<file path="src/rtl/load_store_unit.sv">
// rtl/load_store_unit.sv - sequential load/store unit between execute stage and byte-enabled data BRAM
// Splits word-crossing accesses into two beats (or faults them) and extends load data.
module load_store_unit #(
  parameter int DATA_WIDTH     = 32,
  parameter int ADDR_WIDTH     = 32,
  parameter bit MISALIGN_SPLIT = 1'b1
) (
  input  logic                                      clk,
  input  logic                                      rst_n,
  input  logic                                      req_valid,
  output logic                                      req_ready,
  input  logic                                      req_we,
  input  logic [2:0]                                req_func3,
  input  logic [ADDR_WIDTH-1:0]                     req_addr,
  input  logic [DATA_WIDTH-1:0]                     req_wdata,
  output logic                                      rsp_valid,
  output logic [DATA_WIDTH-1:0]                     rsp_rdata,
  output logic                                      rsp_fault,
  output logic                                      mem_en,
  output logic [DATA_WIDTH/8-1:0]                   mem_we,
  output logic [ADDR_WIDTH-$clog2(DATA_WIDTH/8)-1:0] mem_addr,
  output logic [DATA_WIDTH-1:0]                     mem_wdata,
  input  logic [DATA_WIDTH-1:0]                     mem_rdata
);
  localparam int NB  = DATA_WIDTH / 8;
  localparam int OFS = $clog2(NB);
  localparam int WA  = ADDR_WIDTH - OFS;

  typedef enum logic [2:0] {S_IDLE, S_ISSUE0, S_ISSUE1, S_WAIT, S_RESP} state_t;

  state_t                  state, state_next;
  logic                    we_q, fault_q, fault_next;
  logic [2:0]              func3_q;
  logic [ADDR_WIDTH-1:0]   addr_q;
  logic [DATA_WIDTH-1:0]   wdata_q, word0_q, word1_q;

  function automatic logic func3_legal(input logic we, input logic [2:0] f3);
    case (f3)
      3'b000, 3'b001, 3'b010: return 1'b1;
      3'b011:                 return DATA_WIDTH == 64;
      3'b100, 3'b101:         return !we;
      3'b110:                 return !we && DATA_WIDTH == 64;
      default:                return 1'b0;
    endcase
  endfunction

  function automatic logic crosses(input logic [OFS-1:0] off, input logic [1:0] szc);
    return (int'(off) + (1 << szc)) > NB;
  endfunction

  logic [OFS-1:0]           off_q;
  int                       sz_q;
  logic                     split_q;
  logic [WA-1:0]            word0_addr;
  logic [2*NB-1:0]          mask2;
  logic [2*DATA_WIDTH-1:0]  data2, shifted2;
  logic [DATA_WIDTH-1:0]    wsz, shifted, load_ext;
  logic                     sign_bit;

  assign off_q      = addr_q[OFS-1:0];
  assign sz_q       = 1 << func3_q[1:0];
  assign split_q    = crosses(off_q, func3_q[1:0]);
  assign word0_addr = addr_q[ADDR_WIDTH-1:OFS];

  // Store lanes span two words so the second beat is just the upper half.
  always_comb begin
    wsz = '0;
    for (int i = 0; i < NB; i++)
      wsz[8*i +: 8] = (i < sz_q) ? wdata_q[8*i +: 8] : 8'h00;
    data2 = {{DATA_WIDTH{1'b0}}, wsz} << {off_q, 3'b000};
    mask2 = '0;
    for (int i = 0; i < 2*NB; i++)
      mask2[i] = (i >= int'(off_q)) && (i < int'(off_q) + sz_q);
  end

  always_comb begin
    shifted2 = {word1_q, word0_q} >> {off_q, 3'b000};
    shifted  = shifted2[DATA_WIDTH-1:0];
    case (func3_q[1:0])
      2'd0:    sign_bit = shifted[7];
      2'd1:    sign_bit = shifted[15];
      2'd2:    sign_bit = shifted[31];
      default: sign_bit = shifted[DATA_WIDTH-1];
    endcase
    sign_bit = sign_bit & !func3_q[2];
    load_ext = '0;
    for (int i = 0; i < NB; i++)
      load_ext[8*i +: 8] = (i < sz_q) ? shifted[8*i +: 8] : {8{sign_bit}};
  end

  always_comb begin
    state_next = state;
    fault_next = 1'b0;
    req_ready  = 1'b0;
    mem_en     = 1'b0;
    mem_we     = '0;
    mem_addr   = '0;
    mem_wdata  = '0;
    case (state)
      S_IDLE: begin
        req_ready  = 1'b1;
        fault_next = !func3_legal(req_we, req_func3) ||
                     (!MISALIGN_SPLIT && crosses(req_addr[OFS-1:0], req_func3[1:0]));
        if (req_valid) state_next = fault_next ? S_RESP : S_ISSUE0;
      end
      S_ISSUE0: begin
        mem_en     = 1'b1;
        mem_addr   = word0_addr;
        mem_we     = we_q ? mask2[NB-1:0] : '0;
        mem_wdata  = we_q ? data2[DATA_WIDTH-1:0] : '0;
        state_next = split_q ? S_ISSUE1 : (we_q ? S_RESP : S_WAIT);
      end
      S_ISSUE1: begin
        mem_en     = 1'b1;
        mem_addr   = word0_addr + WA'(1);
        mem_we     = we_q ? mask2[2*NB-1:NB] : '0;
        mem_wdata  = we_q ? data2[2*DATA_WIDTH-1:DATA_WIDTH] : '0;
        state_next = we_q ? S_RESP : S_WAIT;
      end
      S_WAIT:  state_next = S_RESP;
      S_RESP:  state_next = S_IDLE;
      default: state_next = S_IDLE;
    endcase
  end

  assign rsp_valid = (state == S_RESP);
  assign rsp_fault = (state == S_RESP) && fault_q;
  assign rsp_rdata = (state == S_RESP && !we_q && !fault_q) ? load_ext : '0;

  always_ff @(posedge clk) begin
    if (!rst_n) begin
      state   <= S_IDLE;
      we_q    <= 1'b0;
      fault_q <= 1'b0;
      func3_q <= '0;
      addr_q  <= '0;
      wdata_q <= '0;
      word0_q <= '0;
      word1_q <= '0;
    end else begin
      state <= state_next;
      case (state)
        S_IDLE: if (req_valid) begin
          we_q    <= req_we;
          func3_q <= req_func3;
          addr_q  <= req_addr;
          wdata_q <= req_wdata;
          fault_q <= fault_next;
          word0_q <= '0;
          word1_q <= '0;
        end
        S_ISSUE1: if (!we_q) word0_q <= mem_rdata;
        S_WAIT: begin
          if (split_q) word1_q <= mem_rdata;
          else         word0_q <= mem_rdata;
        end
        default: ;
      endcase
    end
  end
endmodule
</file>
<file path="config.mk">
export PLATFORM = sky130hd
export DESIGN_NAME = load_store_unit
export DESIGN_NICKNAME = d
export VERILOG_FILES = /design/src/rtl/load_store_unit.sv
export SDC_FILE = /design/constraint.sdc
export NUM_CORES = 1
export LEC_CHECK = 0
export ABC_AREA = 1
export BUFFER_PORTS_ARGS = -buffer_cell sky130_fd_sc_hd__buf_2
export CAP_MARGIN = 20
export CORE_MARGIN = 4
export CORE_UTILIZATION = 54
export CTS_CLUSTER_DIAMETER = 200
export DETAILED_ROUTE_END_ITERATION = 6
export PLACE_DENSITY = 0.81
export SKIP_CTS_REPAIR_TIMING = 1
export SLEW_MARGIN = 40
export SYNTH_ARGS = -nofsm -noshare
export SYNTH_HDL_FRONTEND = slang
export SYNTH_SLANG_ARGS = --single-unit
</file>
<file path="constraint.sdc">
create_clock -name clk -period 2.9 [get_ports clk]
set_input_delay 0.58 -clock clk [delete_from_list [all_inputs] [get_ports clk]]
set_output_delay 0.58 -clock clk [all_outputs]
set_load 0.03 [all_outputs]
</file>
==> metrics.txt <==
Root Driver clkbuf_16; clk_lat worst skew 0.42 ns; area of the multi-input gates 4827 sq um; port bufs 204; top cell type's share of synthesized area 31.12%; total grt overflow 0; final period utilization 97.18%; DRC viols 2; Layout fillers 1388; Top FF cell, synth dfxtp_1; total number of vias 9878; arrival time at the worst endpoint 2.24 ns; worst reg2reg setup slack between 0.3 and 0.4 ns; hpwl dp 20040 um; dpl ws ~0.40 ns; die area 17290 sq um; CTS tree yes; clk buf depth 2; Power Total 8925 uW; synthesized instance count roughly 1400; Final Critical Period approximately 2.8 ns; Setup-failing EPs final 0; post-route ant nets 0; Clock transition at path regs 0.06 ns; Yosys warnings 0; Max VDD drop 0.5599 mV; Synth top cells by count 301 x nand2_1, 190 x nor2_1, 167 x o21ai_0; MaxCap Viol Count 0; pin count of the biggest net entering global routing 79; pwr dens 881.6 nW/um^2; final WL 28300 um; max-slew violations 0; Post-Syn Nets approximately 1500; layout net count approximately 1600; wire length of the first global-routing pass 44090 um; area leader, netlist dfxtp_1; Num CTS Buffers 17; Area growth syn-to-layout 22.96%; Mapped Area 8233 sq um; final hold vios 0; Critical path origin addr_q[4]; drt wl/cell 16.30 um; number of flops mapped to enable cells by yosys 0; crit path to mem_addr[21]; fin area 10120 sq um; Sink Count 128; Yosys cell types 40; initial antenna violation count 1; Via density ~5.7; placed cell areas ~9300 sq um; Die X 131.5 um; Worst Setup Path Type flip-flop to output port; worst rel slew slack 52.14%; GP Congestion 0.9263; share of flip-flops with an asynchronous set or reset 0%; DR pass1 iterations 7; Synth Register Bits 128; worst flop-to-flop path startpoint addr_q[1]; worst setup margin 0.08189 ns; register area 2566 sq um; Initial Utilization 55.80%; Static Leakage 0.004724 uW; Max Freq between 0.3 and 0.4 GHz; All-Layer GR Usage a little under a third; syn avg cell area 5.992 sq um; status complete, but fails checks; vias in the first global route 8916; CTS H-tree depth 4; Die Height 131.5 um; Seq/Total Area, Yosys between 30% and 40%; worst slew pin tran 0.7179 ns; hold crit path type input pin to flip-flop; reg-to-reg critical path endpoint word1_q[4]; share of cells above drive strength 1 about a fifth; top-count cell post-synth nand2_1; synth top area cells dfxtp_1 31%, nand2_1 14%, o21ai_0 10%; crit path max fanout 6; RSZ-0062 raised after global routing yes; CP startpoint kind flip-flop; post-route setup TNS 0 ns; Register-to-Register Path Depth 14; core area 14750 sq um; num ports between 200 and 250; crit end category output port; FP Rows 44; Initial DRC Count 1124; Worst EP required ~2.3 ns; Layout Skew roughly 0.0061 ns; violated checks design-rule violations
## per-layer routing
layer	wire length (um)	part of all wire (%)	GRT usage, %	vias up
met3	2522	8.9	6.384	79
met5	0	0	0	-
met1	11830	42	40.47	4399
met4	1035	3.7	12.02	0
li1	-	-	-	4859
met2	12920	46	49.08	541
## metrics by stage
stage                     util [%]  instances  hold WS, ns
after floorplan                  -       1374       0.4300
after global placement       63.25       1698       0.4406
after detailed placement     63.25       1698       0.4445
after CTS                    67.54       1730       0.4261
after global routing         68.60       1735       0.4465
final                        68.61       1736       0.4349
## cell usage in the layout (no fill, tap or decap), drive strengths merged, types with 16 or more instances in the layout
master and n:
a31oi 16, o22ai 21, nand3 124, inv 134, dfxtp 128, a21oi 129, nand2 307, buf 236
nor2 193, o21ai 168, clkbuf 24
## how the worst min path moves through the flow
stage                  startpoint           to  slack, ns  cells after the start
global route        req_wdata[27]  wdata_q[27]       0.45                      3
floorplan              func3_q[2]   func3_q[2]       0.43                      2
CTS                 req_wdata[27]  wdata_q[27]       0.43                      3
finish              req_wdata[27]  wdata_q[27]       0.43                      3
global placement      wdata_q[11]  wdata_q[11]       0.44                      2
detailed placement    wdata_q[11]  wdata_q[11]       0.44                      2
## cell families (layout without fill, tap and decap cells)
kind of cell | Yosys count | count (layout) | share of synthesized area (%)
adders and majority gates | 3 | 3 | 0.4560
other | 0 | 1 | 0
and+or+nand+nor | 648 | 648 | 32.72
DFF | 128 | 128 | 31.12
buffers and inverters | 228 | 405 | 11.29
AOI/OAI and AO/OA | 362 | 362 | 23.88
xor gates and xnor gates | 5 | 5 | 0.5319
## where the power goes
part	switching, uW	internal (uW)
Combinational	2720	1230
Sequential	378	2260
Clock	824	1510
## registers in the layout, indices dropped and copies added, names as in the netlist
signal and cells:
word1_q 24, we_q 1, word0_q 32, fault_q 1, state 3, wdata_q 32, func3_q 3, addr_q 32
## critical path, stage by stage, from the launching register on
cell and delay [ns]:
dfxtp_1 0.38, nand3_1 0.21, nor2_1 0.15, nand2_1 0.17, nor2_4 0.19, nand2_1 0.13
nor2_1 0.16, nand2_1 0.07, nand3_1 0.07, o21ai_0 0.10, buf_2 0.20
## layout make-up
cell class | instances | area share (%)
multi-input cells | 1018 | 47.68
flip-flops and latches | 128 | 25.35
repair buffers | 237 | 13.34
inverters | 136 | 5.080
clock buffers | 23 | 4.721
well taps | 184 | 2.274
clock inverters | 9 | 1.533
diodes | 1 | 0.02472
Note: power is estimated with default switching activity, not from simulation.
